**config.mk**
```make
export PLATFORM = sky130hd
export DESIGN_NAME = hmc_port_arbiter
export DESIGN_NICKNAME = d
export VERILOG_FILES = /design/src/rtl/hmc_arb_pkg.sv /design/src/rtl/hmc_tag_pool.sv /design/src/rtl/hmc_port_arbiter.sv
export SDC_FILE = /design/constraint.sdc
export NUM_CORES = 1
export LEC_CHECK = 0
export ABC_AREA = 0
export BUFFER_PORTS_ARGS = -buffer_cell sky130_fd_sc_hd__buf_2
export CORE_AREA = 2 2 445 447
export CTS_CLUSTER_SIZE = 16
export DETAILED_ROUTE_END_ITERATION = 10
export DIE_AREA = 0 0 447 449
export SLEW_MARGIN = 20
export SYNTH_ARGS = -nofsm -noshare
export SYNTH_HDL_FRONTEND = slang
export SYNTH_SLANG_ARGS = --single-unit
```
**constraint.sdc**
```tcl
create_clock -name rx_clk -period 13.1 [get_ports rx_clk]
set_clock_uncertainty 0.1 [all_clocks]
set_input_delay 1.31 -clock rx_clk [delete_from_list [all_inputs] [get_ports rx_clk]]
set_output_delay 1.31 -clock rx_clk [all_outputs]
set_load 0.1 [all_outputs]
```
**src/rtl/hmc_arb_pkg.sv**
```systemverilog
// Shared types, HMC command encodings and helper functions for the HMC port arbiter.
package hmc_arb_pkg;

  typedef enum logic [0:0] {
    IDLE  = 1'b0,
    ISSUE = 1'b1
  } arb_state_e;

  // Command encodings mirror hmc_def.vh.
  localparam logic [3:0] HMC_CMD_RD = 4'b0110;
  localparam logic [3:0] HMC_CMD_WR = 4'b1000;

  function automatic int unsigned clog2(input int unsigned value);
    int unsigned result;
    result = 32'd0;
    for (int i = 0; i < 32; i++) begin
      if ((64'd1 << i) < 64'(value)) result = 32'(i + 1);
    end
    return result;
  endfunction

  // Index of the lowest set bit; 64 when the bitmap is empty.
  function automatic logic [6:0] lowest_set(input logic [63:0] bitmap);
    logic [6:0] result;
    result = 7'd64;
    for (int i = 63; i >= 0; i--) begin
      if (bitmap[i]) result = 7'(i);
    end
    return result;
  endfunction

endpackage

```
**src/rtl/hmc_tag_pool.sv**
```systemverilog
// HMC tag pool: free bitmap, lowest-free allocation, owner table, response routing
// and spurious-response detection.
module hmc_tag_pool
  import hmc_arb_pkg::*;
#(
  parameter int NUM_REQ    = 4,
  parameter int TAG_WIDTH  = 6,
  parameter int NUM_TAGS   = 32,
  parameter int DATA_WIDTH = 128,
  parameter int OWN_W      = 2
) (
  input  logic                  clk,
  input  logic                  rst,
  input  logic                  i_alloc,
  input  logic [OWN_W-1:0]      i_alloc_owner,
  output logic [TAG_WIDTH-1:0]  o_alloc_tag,
  input  logic                  i_rd_valid,
  input  logic [TAG_WIDTH-1:0]  i_rd_tag,
  input  logic [DATA_WIDTH-1:0] i_rd_data,
  output logic [NUM_REQ-1:0]    o_rsp_valid,
  output logic [DATA_WIDTH-1:0] o_rsp_data,
  output logic [TAG_WIDTH-1:0]  o_rsp_tag,
  output logic [TAG_WIDTH:0]    o_tags_free,
  output logic                  o_spurious_err
);

  localparam int POOL_W = 1 << TAG_WIDTH;
  // Bits at and above NUM_TAGS never become free, so they are never allocated.
  localparam logic [POOL_W-1:0]  FREE_INIT = {POOL_W{1'b1}} >> (POOL_W - NUM_TAGS);
  localparam logic [POOL_W-1:0]  ONE_POOL  = {{(POOL_W-1){1'b0}}, 1'b1};
  localparam logic [NUM_REQ-1:0] ONE_REQ   = {{(NUM_REQ-1){1'b0}}, 1'b1};

  logic [POOL_W-1:0]     r_free;
  logic [OWN_W-1:0]      r_owner [POOL_W];
  logic [TAG_WIDTH:0]    r_tags_free;
  logic [NUM_REQ-1:0]    r_rsp_valid;
  logic [DATA_WIDTH-1:0] r_rsp_data;
  logic [TAG_WIDTH-1:0]  r_rsp_tag;
  logic                  r_spurious;

  logic [POOL_W-1:0]     w_busy;
  logic [POOL_W-1:0]     w_alloc_mask;
  logic [POOL_W-1:0]     w_rel_mask;
  logic [POOL_W-1:0]     w_free_nxt;
  logic                  w_rd_hit;
  logic [TAG_WIDTH:0]    w_cnt_nxt;

  // Allocation choice, response hit test and next bitmap with its popcount.
  always_comb begin
    o_alloc_tag  = TAG_WIDTH'(lowest_set(64'(r_free)));
    w_busy       = ~r_free & FREE_INIT;
    w_rd_hit     = i_rd_valid && w_busy[i_rd_tag];
    w_alloc_mask = i_alloc  ? (ONE_POOL << o_alloc_tag) : '0;
    w_rel_mask   = w_rd_hit ? (ONE_POOL << i_rd_tag)    : '0;
    w_free_nxt   = (r_free & ~w_alloc_mask) | w_rel_mask;
    w_cnt_nxt    = '0;
    for (int i = 0; i < POOL_W; i++) begin
      w_cnt_nxt = w_cnt_nxt + {{TAG_WIDTH{1'b0}}, w_free_nxt[i]};
    end
  end

  // Pool state, owner table and the one-cycle response strobe.
  always_ff @(posedge clk) begin
    if (rst) begin
      r_free      <= FREE_INIT;
      r_tags_free <= (TAG_WIDTH+1)'(NUM_TAGS);
      for (int i = 0; i < POOL_W; i++) r_owner[i] <= '0;
      r_rsp_valid <= '0;
      r_rsp_data  <= '0;
      r_rsp_tag   <= '0;
      r_spurious  <= 1'b0;
    end else begin
      r_free      <= w_free_nxt;
      r_tags_free <= w_cnt_nxt;
      if (i_alloc) r_owner[o_alloc_tag] <= i_alloc_owner;
      r_rsp_valid <= w_rd_hit ? (ONE_REQ << r_owner[i_rd_tag]) : '0;
      if (w_rd_hit) begin
        r_rsp_data <= i_rd_data;
        r_rsp_tag  <= i_rd_tag;
      end
      if (i_rd_valid && !w_rd_hit) r_spurious <= 1'b1;
    end
  end

  assign o_rsp_valid    = r_rsp_valid;
  assign o_rsp_data     = r_rsp_data;
  assign o_rsp_tag      = r_rsp_tag;
  assign o_tags_free    = r_tags_free;
  assign o_spurious_err = r_spurious;

endmodule

```
**src/rtl/hmc_port_arbiter.sv**
```systemverilog
// Round-robin arbiter sharing one HMC command/write-data port between NUM_REQ requesters.
// Optional statistics outputs are built when HMC_ARB_STATS_EN is defined.
module hmc_port_arbiter
  import hmc_arb_pkg::*;
#(
  parameter int NUM_REQ    = 4,
  parameter int TAG_WIDTH  = 6,
  parameter int NUM_TAGS   = 32,
  parameter int ADDR_WIDTH = 34,
  parameter int SIZE_WIDTH = 4,
  parameter int DATA_WIDTH = 128
) (
  input  logic                          rx_clk,
  input  logic                          rst,
  input  logic [NUM_REQ-1:0]            req_valid,
  output logic [NUM_REQ-1:0]            req_ready,
  input  logic [NUM_REQ*4-1:0]          req_cmd,
  input  logic [NUM_REQ*ADDR_WIDTH-1:0] req_addr,
  input  logic [NUM_REQ*SIZE_WIDTH-1:0] req_size,
  input  logic [NUM_REQ*DATA_WIDTH-1:0] req_wr_data,
  output logic                          cmd_valid,
  input  logic                          cmd_ready,
  output logic [3:0]                    cmd,
  output logic [ADDR_WIDTH-1:0]         addr,
  output logic [SIZE_WIDTH-1:0]         size,
  output logic [TAG_WIDTH-1:0]          tag,
  output logic [DATA_WIDTH-1:0]         wr_data,
  output logic                          wr_data_valid,
  input  logic                          wr_data_ready,
  input  logic [DATA_WIDTH-1:0]         rd_data,
  input  logic [TAG_WIDTH-1:0]          rd_data_tag,
  input  logic                          rd_data_valid,
  output logic [NUM_REQ-1:0]            rsp_valid,
  output logic [DATA_WIDTH-1:0]         rsp_data,
  output logic [TAG_WIDTH-1:0]          rsp_tag,
  output logic [TAG_WIDTH:0]            tags_free,
  output logic                          spurious_err,
  output logic                          idle
`ifdef HMC_ARB_STATS_EN
  ,
  output logic [NUM_REQ*16-1:0]         grant_count,
  output logic [TAG_WIDTH:0]            max_outstanding,
  output logic [31:0]                   stall_cycles
`endif
);

  localparam int PTR_W = (NUM_REQ > 1) ? clog2(NUM_REQ) : 1;
  localparam logic [TAG_WIDTH:0] FULL_CNT = (TAG_WIDTH+1)'(NUM_TAGS);

  arb_state_e            r_state;
  logic [PTR_W-1:0]      r_ptr;
  logic                  r_cmd_valid;
  logic                  r_wr_valid;
  logic [3:0]            r_cmd;
  logic [ADDR_WIDTH-1:0] r_addr;
  logic [SIZE_WIDTH-1:0] r_size;
  logic [TAG_WIDTH-1:0]  r_tag;
  logic [DATA_WIDTH-1:0] r_wr_data;

  logic                  w_found;
  logic [PTR_W-1:0]      w_idx;
  logic [PTR_W-1:0]      w_win;
  logic [PTR_W-1:0]      w_ptr_nxt;
  logic                  w_grant;
  logic                  w_cmd_done;
  logic                  w_wr_done;
  logic [3:0]            w_sel_cmd;
  logic [TAG_WIDTH-1:0]  w_alloc_tag;
  logic [TAG_WIDTH:0]    w_tags_free;

  // Round-robin winner search from the pointer, grant gating and winner field select.
  always_comb begin
    w_found = 1'b0;
    w_win   = '0;
    w_idx   = '0;
    for (int k = 0; k < NUM_REQ; k++) begin
      w_idx = PTR_W'((int'(r_ptr) + k) % NUM_REQ);
      if (!w_found && req_valid[w_idx]) begin
        w_found = 1'b1;
        w_win   = w_idx;
      end else begin
        w_found = w_found;
      end
    end
    w_grant   = (r_state == IDLE) && (w_tags_free != '0) && w_found;
    req_ready = '0;
    if (w_grant) begin
      req_ready[w_win] = 1'b1;
    end else begin
      req_ready = '0;
    end
    w_ptr_nxt  = PTR_W'((int'(w_win) + 1) % NUM_REQ);
    w_sel_cmd  = req_cmd[w_win*4 +: 4];
    w_cmd_done = !r_cmd_valid || cmd_ready;
    w_wr_done  = !r_wr_valid || wr_data_ready;
  end

  // Command FSM: latch the winner's fields at grant, hold them until both handshakes finish.
  always_ff @(posedge rx_clk) begin
    if (rst) begin
      r_state     <= IDLE;
      r_ptr       <= '0;
      r_cmd_valid <= 1'b0;
      r_wr_valid  <= 1'b0;
      r_cmd       <= 4'd0;
      r_addr      <= '0;
      r_size      <= '0;
      r_tag       <= '0;
      r_wr_data   <= '0;
    end else begin
      case (r_state)
        IDLE: begin
          if (w_grant) begin
            r_cmd       <= w_sel_cmd;
            r_addr      <= req_addr[w_win*ADDR_WIDTH +: ADDR_WIDTH];
            r_size      <= req_size[w_win*SIZE_WIDTH +: SIZE_WIDTH];
            r_wr_data   <= req_wr_data[w_win*DATA_WIDTH +: DATA_WIDTH];
            r_tag       <= w_alloc_tag;
            r_cmd_valid <= 1'b1;
            r_wr_valid  <= (w_sel_cmd == HMC_CMD_WR);
            r_ptr       <= w_ptr_nxt;
            r_state     <= ISSUE;
          end
        end
        ISSUE: begin
          if (r_cmd_valid && cmd_ready)    r_cmd_valid <= 1'b0;
          if (r_wr_valid && wr_data_ready) r_wr_valid  <= 1'b0;
          if (w_cmd_done && w_wr_done)     r_state     <= IDLE;
        end
        default: r_state <= IDLE;
      endcase
    end
  end

  hmc_tag_pool #(
    .NUM_REQ    (NUM_REQ),
    .TAG_WIDTH  (TAG_WIDTH),
    .NUM_TAGS   (NUM_TAGS),
    .DATA_WIDTH (DATA_WIDTH),
    .OWN_W      (PTR_W)
  ) u_tag_pool (
    .clk            (rx_clk),
    .rst            (rst),
    .i_alloc        (w_grant),
    .i_alloc_owner  (w_win),
    .o_alloc_tag    (w_alloc_tag),
    .i_rd_valid     (rd_data_valid),
    .i_rd_tag       (rd_data_tag),
    .i_rd_data      (rd_data),
    .o_rsp_valid    (rsp_valid),
    .o_rsp_data     (rsp_data),
    .o_rsp_tag      (rsp_tag),
    .o_tags_free    (w_tags_free),
    .o_spurious_err (spurious_err)
  );

  assign cmd_valid     = r_cmd_valid;
  assign wr_data_valid = r_wr_valid;
  assign cmd           = r_cmd;
  assign addr          = r_addr;
  assign size          = r_size;
  assign tag           = r_tag;
  assign wr_data       = r_wr_data;
  assign tags_free     = w_tags_free;
  assign idle          = (r_state == IDLE) && (w_tags_free == FULL_CNT);

`ifdef HMC_ARB_STATS_EN
  logic [15:0]          r_grant_cnt [NUM_REQ];
  logic [TAG_WIDTH:0]   r_max_out;
  logic [31:0]          r_stall;
  logic [TAG_WIDTH:0]   w_in_use;

  assign w_in_use = FULL_CNT - w_tags_free;

  // Saturating per-requester grant counters, outstanding high-water mark and stall counter.
  always_ff @(posedge rx_clk) begin
    if (rst) begin
      for (int i = 0; i < NUM_REQ; i++) r_grant_cnt[i] <= 16'd0;
      r_max_out <= '0;
      r_stall   <= 32'd0;
    end else begin
      for (int i = 0; i < NUM_REQ; i++) begin
        if (w_grant && (w_win == PTR_W'(i)) && (r_grant_cnt[i] != 16'hFFFF))
          r_grant_cnt[i] <= r_grant_cnt[i] + 16'd1;
      end
      if (w_in_use > r_max_out) r_max_out <= w_in_use;
      if ((|req_valid) && !w_grant && (r_stall != 32'hFFFF_FFFF)) r_stall <= r_stall + 32'd1;
    end
  end

  // Pack the counter array onto the flat output.
  always_comb begin
    grant_count = '0;
    for (int i = 0; i < NUM_REQ; i++) grant_count[i*16 +: 16] = r_grant_cnt[i];
  end

  assign max_outstanding = r_max_out;
  assign stall_cycles    = r_stall;
`endif

endmodule

```
-- Word-level counts from Yosys, hierarchy flattened
Memories as Yosys holds them, arrays and structs flattened.
Index checks and enable logic that the tools add are counted.
- register bits after elaboration: 391
- latch bits: 0
- memory bits (writable): 128
- bits in read-only memories: 0
- bits of input ports: 823
- output and inout port bits: 329
- logic and storage cells: 238
- memories kept: 1
- memory list (memory ; words ; bits a word ; read ports ; clocked after Yosys merged registers in ; wr ports ; RTL line ; source):
    u_tag_pool.r_owner ; 64 ; 2 ; 1 ; 0 ; 64 ; hmc_tag_pool.sv:34 ; logic [OWN_W-1:0] r_owner [POOL_W];
- add/subtract/negate cells: 67
- multipliers: 1
- divide/modulo/power cells: 0
- $lt $le $gt $ge: 7
- eq/ne operators: 5
- shift operators: 7
- muxes and demuxes: 103
- bitwise gates (word level): 6
- reduce and logical (&&, ||, !) cells: 26
- operator list (operator ; count):
    $shiftx 512x10->128 ; 1
    $add 7x1->7 ; 62
    $mux 6 ; 65
    $shiftx 136x9->34 ; 1
    $mux 64 ; 2
    $shl 1x6->64 const A ; 2
    $and 64x64->64 ; 1
    $not 64->64 ; 1
    $or 64x64->64 ; 1
    $not 32->32 ; 1
    $shiftx 16x5->4 ; 2
    $mux 1 ; 21
    $lt 2x3->1 const B ; 5
    $logic_and 1x1->1 ; 12
    $mux 2 ; 5
    $bmux 1 s2 ; 4
    $eq 7x6->1 const B ; 1
    $lt 6x7->1 const B ; 1
    $mul 2x5->7 const B ; 1
    $reduce_bool 7->1 ; 1
    $bmux 1 s6 ; 1
    $logic_not 1->1 ; 6
    $ne 2x1->1 const B ; 3
    $pmux 1 s2 ; 3
    other kinds (12) ; 19

-- Depth between registers and ports, before layout
Gate-level depths: netlist (run 1).
- depth in word-level cells: 132
- mapped depth: 30
- mapped depth without buffers: 28

-- Modules after synthesis
From an unflattened synthesis (run 1), not the netlist that was laid out.
- cells, all modules: 3745
- area, all modules: 28339.7 sq um
- modules (own cells, without submodules) (module ; times used ; cells an instance ; area each (sq um) ; sequential area each (sq um)):
    hmc_tag_pool ; 1 ; 1812 ; 17062.6 ; 8047.7
    hmc_port_arbiter ; 1 ; 1933 ; 11277.1 ; 3623.5

-- Least setup slack after synthesis (run 1)
OpenSTA, ideal clock, no wires.
- kind: in2reg
- from: input rd_data_tag[1]
- to: register u_tag_pool.r_tags_free[6] (netlist: u_tag_pool.o_tags_free[6])
- library setup time: 128 ps
- arrival time: 8865 ps
- required time: 12872 ps
- slack: 4008 ps
- stages: 29
- buffers on the path: 2
- cell sequence: buf_2 -> mux4_2 -> or3_1 -> o311a_1 -> buf_2 -> nand2b_1 -> nor3_1 -> nor2_1 -> a21oi_1 -> ha_1 -> fa_1 -> fa_1 -> fa_1 -> fa_1 -> inv_1 -> fa_1 -> fa_1 -> inv_1 -> fa_1 -> fa_1 -> fa_1 -> fa_1 -> a21o_1 -> a21oi_1 -> nor2b_1 -> nor2_1 -> nor2_1 -> nor2_1 -> nor2_1
- cells in the longest elaborated chain, start to end: 68
- elaborated cells between the ends (all ways): 69
- classes of those cells: add/sub (63); shift (1); mux (3); bitwise (1); reduce/logical (1)
- ends and longest elaborated chain (what ; RTL line ; source):
    start, declared ; hmc_port_arbiter.sv:31 ; input logic [TAG_WIDTH-1:0] rd_data_tag,
    $bmux 1 s6 ; hmc_tag_pool.sv:52 ; w_rd_hit = i_rd_valid && w_busy[i_rd_tag];
    $mux 1 (not written as such) ; hmc_tag_pool.sv:52 ;
    $logic_and 1x1->1 ; hmc_tag_pool.sv:52 ;
    $mux 64 * ; hmc_tag_pool.sv:54 ; w_rel_mask = w_rd_hit ? (ONE_POOL << i_rd_tag) : '0;
    $or 64x64->64 * ; hmc_tag_pool.sv:55 ; w_free_nxt = (r_free & ~w_alloc_mask) | w_rel_mask;
    via u_tag_pool.w_free_nxt[0] ; hmc_tag_pool.sv:44 ; logic [POOL_W-1:0] w_free_nxt;
    $add 1x1->2 * ; hmc_tag_pool.sv:58 ; w_cnt_nxt = w_cnt_nxt + {{TAG_WIDTH{1'b0}}, w_free_nxt[i]};
    $add 7x1->7 * (62 in series) ; hmc_tag_pool.sv:58 ;
    end signal, assigned ; hmc_tag_pool.sv:66 ; r_tags_free <= (TAG_WIDTH+1)'(NUM_TAGS);
    end signal, assigned ; hmc_tag_pool.sv:74 ; r_tags_free <= w_cnt_nxt;
    end, declared ; hmc_tag_pool.sv:35 ; logic [TAG_WIDTH:0] r_tags_free;
The timed path passes the listed nets; every way through them passes the cells marked *. The select of a mux whose other input is x is not followed.
A chain may end at the register's enable or synchronous reset.

-- Final worst setup path (run 1)
- from: input req_valid[0]
- to: register u_tag_pool.r_tags_free[6] (netlist: u_tag_pool.o_tags_free[6])
- cells in the longest elaborated chain, start to end: 80
- elaborated cells between the ends (all ways): 86
- classes of those cells: add/sub (63); mux (13); bitwise (3); reduce/logical (7)
- ends and longest elaborated chain (what ; RTL line ; source):
    start, declared ; hmc_port_arbiter.sv:15 ; input logic [NUM_REQ-1:0] req_valid,
    $bmux 1 s2 ; hmc_port_arbiter.sv:78 ; if (!w_found && req_valid[w_idx]) begin
    $mux 1 (not written as such) ; hmc_port_arbiter.sv:78 ;
    $mux 1 ; hmc_port_arbiter.sv:78 ;
    $logic_not 1->1 ; hmc_port_arbiter.sv:78 ;
    $logic_and 1x1->1 ; hmc_port_arbiter.sv:78 ;
    $mux 1 ; hmc_port_arbiter.sv:78 ;
    $logic_not 1->1 ; hmc_port_arbiter.sv:78 ;
    $logic_and 1x1->1 ; hmc_port_arbiter.sv:78 ;
    (+4 left out) ; - ;
    $logic_and 1x1->1 * ; hmc_port_arbiter.sv:85 ; w_grant = (r_state == IDLE) && (w_tags_free != '0) && w_found;
    $mux 64 * ; hmc_tag_pool.sv:53 ; w_alloc_mask = i_alloc ? (ONE_POOL << o_alloc_tag) : '0;
    $not 64->64 * ; hmc_tag_pool.sv:55 ;
    $and 64x64->64 * ; hmc_tag_pool.sv:55 ;
    $or 64x64->64 * ; hmc_tag_pool.sv:55 ;
    via u_tag_pool.w_free_nxt[0] ; hmc_tag_pool.sv:44 ;
    $add 1x1->2 * ; hmc_tag_pool.sv:58 ;
    $add 7x1->7 * (62 in series) ; hmc_tag_pool.sv:58 ;
Marked as above.

==> reports/results.ini, run 1 <==
[status]
status = completed

[finish]
drive_gt1_share_pct = 29.6
fin_area_mm2 = 0.0389
utilization_pct = 19.8
fin_nets = 5531
syn2layout_area_growth_pct = 38.6

[pwr]
peakVddDrop_v = 0.000664
power_leakage_nw = 16.5
powerDensity_mw_per_mm2 = 257

[clock_network]
cts_max_level = 3
clk_latency_ps = 680
cts_setup_buffers = 0
cts_sinks = 519
cts_resized = 0
cts_tree = built
cts_made_buffers = 69
cts-root-buf = clkbuf_16
holdBufCountCts = 0
ctsLongestPathBuffers = 3
clk_pin_slew_ps = 60

[worst_setup_path]
crit_start = req_valid[0]
reg2reg_depth = 28
worst_setup_path_end_kind = register
cp-start-kind = input port
reg2reg_to = u_tag_pool.o_tags_free[6]
critPathRequiredTime_ps = 13550
r2r_start = u_tag_pool.r_free[47]
cp_max_fo = 58
cp-endpoint = u_tag_pool.o_tags_free[6]
r2r_slack_ps = 3570
timing.critical_path.arrival_ps = 10160
path_class = in2reg

[sta]
fmax_ghz = 0.103
slew_headroom_pct = 25.3
finalCriticalPeriod_ps = 9710
worst_pin_slew_ps = 1110
timing.final.ws_setup_ps = 3390
hold_viol = 0
maxSlewViolCount = 0
rsz0062_at_grt = no
finalSetupTns_ps = 0
period_share_pct = 74.2
setup_violations = 0

[drt]
routed_wl_um = 195000
drt_pass1_iterations = 8
via_per_inst = 4.34
num_vias = 32300
drc = 0
wl_per_cell_um = 26.2
ant_nets = 0
drtIter0Drc = 3254

[placement]
placed_cell_area_mm2 = 0.0363
place_ws_ps = 2710
detailed_place_hpwl_um = 158000
port_buffers = 1151
gp_congestion = 1.00

[yosys]
synth_cells = 3671
synth_enable_flop_cells = 128
ys_top_cells_by_area = dfxtp_1 28%, nand2_1 15%, edfxtp_1 14%, nand3_1 9.2%, a21oi_1 6.1%
synthMostInstantiatedCell = nand2_1
synth_area_mm2 = 0.0281
synth_top_area_share_pct = 27.9
synth_seq_cells = 519
seq_area_frac_synth_pct = 41.6
netlist.top_cell.by_area = dfxtp_1
ys.flop_type = dfxtp_1
async_flop_share_pct = 0
ys.warnings.count = 0
synthTopCellsByCount = 1159 x nand2_1, 515 x nand3_1, 391 x dfxtp_1
syn_area_per_cell_um2 = 7.65
synth_nets = 4568
yosysUniqueCellTypes = 78

[global_routing]
grt_usage_pct = 18.6
overflow = 0
grt_pass1_wl_um = 258000
grt_max_degree = 98
antenna_found_initial = 120
grt_pass1_vias = 30600

[floorplanning]
die_x_um = 447
start_util_pct = 14.3
core-area_mm2 = 0.196
pin_count = 1152
dieHeight_um = 449
rows = 163
die_area_mm2 = 0.201

[run]
max_cap_violations = 0

[min_path]
hold_class = reg2reg

-- worst min-delay path by stage --
stage / startpoint / end / slack, ps / cells past startpoint
global placement: u_tag_pool.o_rsp_data[36] / u_tag_pool.o_rsp_data[36] / 330 / 2
floorplan: u_tag_pool.r_free[62] / u_tag_pool.r_free[62] / 360 / 1
global route: u_tag_pool.o_rsp_data[127] / u_tag_pool.o_rsp_data[127] / 360 / 2
CTS: u_tag_pool.o_rsp_data[105] / u_tag_pool.o_rsp_data[105] / 350 / 2
detailed placement: u_tag_pool.o_rsp_data[105] / u_tag_pool.o_rsp_data[105] / 340 / 2
finish: u_tag_pool.o_rsp_data[105] / u_tag_pool.o_rsp_data[105] / 350 / 2
-- power breakdown --
group	internal, W	switching [W]	total [W]	leakage (nW)
combinational	0.00178	0.00424	0.00602	10.9
sequential	0.00189	0.000127	0.00202	4.44
clock	0.00111	0.000858	0.00197	1.10
total	0.00478	0.00523	0.0100	16.5
-- layer usage --
layer	share of wire (%)	routed length, um	global-route usage [%]	up-vias
li1	-	-	-	14600
met3	8.4	16400	5.09	425
met2	48	93300	30.9	1573
met5	0.21	402	0	-
met1	35	67500	19.9	15700
met4	9.1	17700	14.7	62
-- final cells by class --
| class | instances | area, um2 |
|---|---|---|
| Inverter | 70 | 278 |
| Clock buffer | 88 | 1880 |
| Fill cell | 22400 | 157000 |
| Timing Repair Buffer | 1195 | 6100 |
| Sequential cell | 519 | 11700 |
| Antenna cell | 129 | 323 |
| Tap cell | 2640 | 3300 |
| Multi-Input combinational cell | 2779 | 15000 |
| Clock inverter | 35 | 389 |
-- placed cells by master, fill, tap and decap left out, types with 18 or more instances in the layout --
cell type / synthesis / routed
fa_1: 54 / 54
dfxtp_1: 391 / 391
nor3_1: 47 / 47
nand2_1: 1159 / 1157
o211a_1: 27 / 27
diode_2: 0 / 129
nor2_1: 190 / 189
buf_4: 1 / 44
a21oi_1: 340 / 340
mux4_2: 44 / 44
a211oi_1: 18 / 18
nand3_1: 515 / 515
o21ai_0: 86 / 86
nor4_1: 22 / 22
edfxtp_1: 128 / 128
inv_1: 68 / 67
ha_1: 20 / 20
clkbuf_16: 0 / 70
buf_2: 40 / 1150
-- worst max-delay path, stage by stage --
cell and delay [ps]:
buf_2 130, nor4_1 770, nor2_2 230, and2_4 400, a31o_2 440, nand2_1 740
nor2_1 110, a21oi_1 190, ha_1 260, fa_1 460, fa_1 540, fa_1 430
fa_1 490, inv_1 50, fa_1 450, fa_1 480, inv_1 50, fa_1 500
fa_1 460, fa_1 440, fa_1 470, a21o_1 190, a21oi_1 190, nor2b_1 80
nor2_1 100, nor2_1 50, nor2_1 80, nor2_1 40
-- per-stage QoR --
step                      hold slack, ps  power [W]  cells
final                                347     0.0100   7455
after global routing                 363     0.0106   7434
after CTS                            349     0.0101   7326
after detailed placement             340    0.00809   7203
after global placement               334    0.00822   7203
after floorplan                      360    0.00643   3671
-- cell families (layout without fill, tap and decap cells) --
family                   after synthesis  count (layout)  synth area share (%)
AND/OR/NAND/NOR                     2029            2029                  30.9
AO/OA/AOI/OAI                        610             610                  13.1
flip-flops                           519             519                  41.6
buffers and inverters                373            1388                  5.28
adder cells (fa/ha/maj)               74              74                  4.74
multiplexers                          63              63                  4.23
XOR/XNOR                               3               3                0.0936
other                                  0             129                     0
-- sequential cells by signal, indices dropped and copies added (netlist names), 6 cells and up --
register                count
u_tag_pool.o_tags_free      7
addr                       34
u_tag_pool.o_rsp_tag        6
u_tag_pool.r_free          64
u_tag_pool.r_owner        128
wr_data                   128
u_tag_pool.o_rsp_data     128
tag                         6
No activity file was read; power rests on OpenSTA's default activity.
==> run 2, diff against run 1 <==
--- a/config.mk
+++ b/config.mk
@@ -5,12 +5,12 @@
 export SDC_FILE = /design/constraint.sdc
 export NUM_CORES = 1
 export LEC_CHECK = 0
-export ABC_AREA = 0
+export ABC_AREA = 1
 export BUFFER_PORTS_ARGS = -buffer_cell sky130_fd_sc_hd__buf_2
-export CORE_AREA = 2 2 445 447
+export CORE_AREA = 2 2 455 457
 export CTS_CLUSTER_SIZE = 16
 export DETAILED_ROUTE_END_ITERATION = 10
-export DIE_AREA = 0 0 447 449
+export DIE_AREA = 0 0 457 459
 export SLEW_MARGIN = 20
 export SYNTH_ARGS = -nofsm -noshare
 export SYNTH_HDL_FRONTEND = slang
==> constraint.sdc (replaced) <==
create_clock -name rx_clk -period 10 [get_ports rx_clk]
set_clock_uncertainty 0.1 [all_clocks]
set_input_delay 1 -clock rx_clk [delete_from_list [all_inputs] [get_ports rx_clk]]
set_output_delay 1 -clock rx_clk [all_outputs]
set_load 0.1 [all_outputs]
==> run 2 against run 1 <==
  * Non-clock buffer count is 68 higher
  * Die area increased by 4.5%
  * Global-route usage up 0.32 points
  * Flip-flop and latch count did not move
  * Sequential share of layout area about the same
  * Via count up 0.19%
  * Core utilization is 0.88 points lower
  * Final cell count rose by 0.46%
  * Critical path depth up 49
  * Sequential power rose by 38%
  * Largest power group unchanged
==> reports/results.ini, run 2 <==
[clock_network]
cts_tree = built
cts_max_level = 3
cts_made_buffers = 71
cts_sinks = 519
ctsLongestPathBuffers = 3
clk_pin_slew_ps = 50
clk_latency_ps = 700
cts-root-buf = clkbuf_16
holdBufCountCts = 0

[drt]
via_per_inst = 4.32
num_vias = 32400
wl_per_cell_um = 27.8
routed_wl_um = 208000
ant_nets = 0
drt_pass1_iterations = 6
drc = 0
drtIter0Drc = 2871

[worst_setup_path]
cp_max_fo = 6
r2r_slack_ps = 560
worst_setup_path_end_kind = register
timing.critical_path.arrival_ps = 9880
cp_slowest_stage_delay_ps = 530
critPathRequiredTime_ps = 10440
cp_slowest_cell = fa_1
path_class = reg2reg
cp-start-kind = register
path_common_cell = nand2_1

[global_routing]
use_met1_pct = 20.1
overflow = 0
globalRouteMet3Util_pct = 6.27
grtUsageMet2_pct = 33.7
grt_usage_pct = 18.9
grt_pass1_wl_um = 272000
grt_max_degree = 207
top_usage_layer = met2
grt_pass1_vias = 30800
antenna_found_initial = 133

[sta]
hold_viol = 0
rsz0062_at_grt = yes
fmax_ghz = 0.106
period_share_pct = 94.4
timing.final.ws_setup_ps = 561
setup_violations = 0
finalCriticalPeriod_ps = 9440
worst_pin_slew_ps = 1150
slew_headroom_pct = 23.2
maxSlewViolCount = 0
finalSetupTns_ps = 0

[floorplanning]
rows = 167
die_area_mm2 = 0.210
die_x_um = 457
start_util_pct = 13.2
dieHeight_um = 459
pin_count = 1152
core-area_mm2 = 0.206

[placement]
dp_cells = 7260
port_buffers = 1151
detailed_place_hpwl_um = 172000
place_ws_ps = 357
placed_cell_area_mm2 = 0.0362
gp_congestion = 0.996

[yosys]
synth_enable_flop_cells = 128
synth_seq_cells = 519
synth_area_mm2 = 0.0272
ys.warnings.count = 0
synthMostInstantiatedCell = nand2_1
synth_cells = 3591
synth_top_area_share_pct = 28.8
yosysUniqueCellTypes = 47
synth_nets = 4488
ys.flop_type = dfxtp_1
synthTopCellsByCount = 1076 x nand2_1, 495 x a21oi_1, 391 x dfxtp_1
seq_area_frac_synth_pct = 42.9
ys_top_cells_by_area = dfxtp_1 29%, nand2_1 15%, edfxtp_1 14%, a21oi_1 9.1%, a32o_1 6.1%
syn_area_per_cell_um2 = 7.58
netlist.top_cell.by_area = dfxtp_1
async_flop_share_pct = 0

[finish]
fillers = 23700
drive_gt1_share_pct = 30.3
stdcell_count = 7489
syn2layout_area_growth_pct = 43.2
fin_area_mm2 = 0.0390
final_common_cell = buf_2
fin_nets = 5529
most-common-layout-cells = 1150 x buf_2, 1074 x nand2_1, 492 x a21oi_1

[pwr]
peakVddDrop_v = 0.00115
powerDensity_mw_per_mm2 = 465
power_leakage_nw = 16.8

[status]
status = completed

[run]
max_cap_violations = 0

[min_path]
hold_class = reg2reg

-- run 2: worst paths after layout --
kind | startpoint | end | cells past startpoint
setup reg to reg | u_tag_pool.r_free[62] | u_tag_pool.o_tags_free[6] | 77
hold reg to reg | u_tag_pool.r_free[62] | u_tag_pool.r_free[62] | 2
hold / removal | u_tag_pool.r_free[62] | u_tag_pool.r_free[62] | 2
setup / recovery | u_tag_pool.r_free[62] | u_tag_pool.o_tags_free[6] | 77
-- run 2: cell type report --
class | count | area (um2) | share of cell area (%)
timing repair buffer | 1263 | 6790 | 17.4
clock buffer | 104 | 1980 | 5.08
antenna | 94 | 235 | 0.604
multi-input combinational | 2603 | 13800 | 35.5
inverter | 174 | 681 | 1.75
tap | 2704 | 3380 | 8.68
clock inverter | 28 | 399 | 1.02
sequential | 519 | 11700 | 30.0
-- run 2: timing repair --
action                                  4_1_cts  5_1_grt
resized for setup                             0       16
endpoints found under the setup margin        0        3
setup buffers                                 0        1
hold endpoints to repair                      0        0
-- run 2: stage by stage --
step	hold slack (ps)	util, %	total power [W]
final	341	18.9	0.0181
after global routing	370	18.9	0.0194
after CTS	352	18.8	0.0182
after detailed placement	347	17.6	0.0154
after global placement	336	17.6	0.0153
after floorplan	334	-	0.0114
-- run 2: routing by layer --
layer	up-vias	part of all wire [%]
li1	14600	-
met1	15600	36
met2	1668	50
met3	410	9.0
met4	64	4.9
met5	-	0.19
-- run 2: kinds of logic (layout without fill, tap and decap cells) --
group	count (synthesis)	count (layout)	share of synthesized area, %
simple gates	1563	1563	23.8
other cells	0	94	0
flops	519	519	42.9
fa+ha+maj	74	74	4.89
xor+xnor	1	1	0.0322
compound gates	965	965	21.8
buf+inv	469	1569	6.59
-- run 2: where the power goes --
| part | total, W | internal [W] | leakage [nW] | switching (W) |
|---|---|---|---|---|
| Clock | 0.00266 | 0.00151 | 1.15 | 0.00115 |
| Combinational | 0.0127 | 0.00372 | 11.2 | 0.00895 |
| Sequential | 0.00278 | 0.00257 | 4.51 | 0.000206 |
| Total | 0.0181 | 0.00780 | 16.8 | 0.0103 |
-- run 2: critical path: cells and delay by family (launching register included) --
family	cells	cell delay, ps
buffers and inverters	6	480
flip-flops	1	330
adder cells (fa/ha/maj)	10	4710
AND/OR/NAND/NOR	58	3300
AO/OA/AOI/OAI	3	330
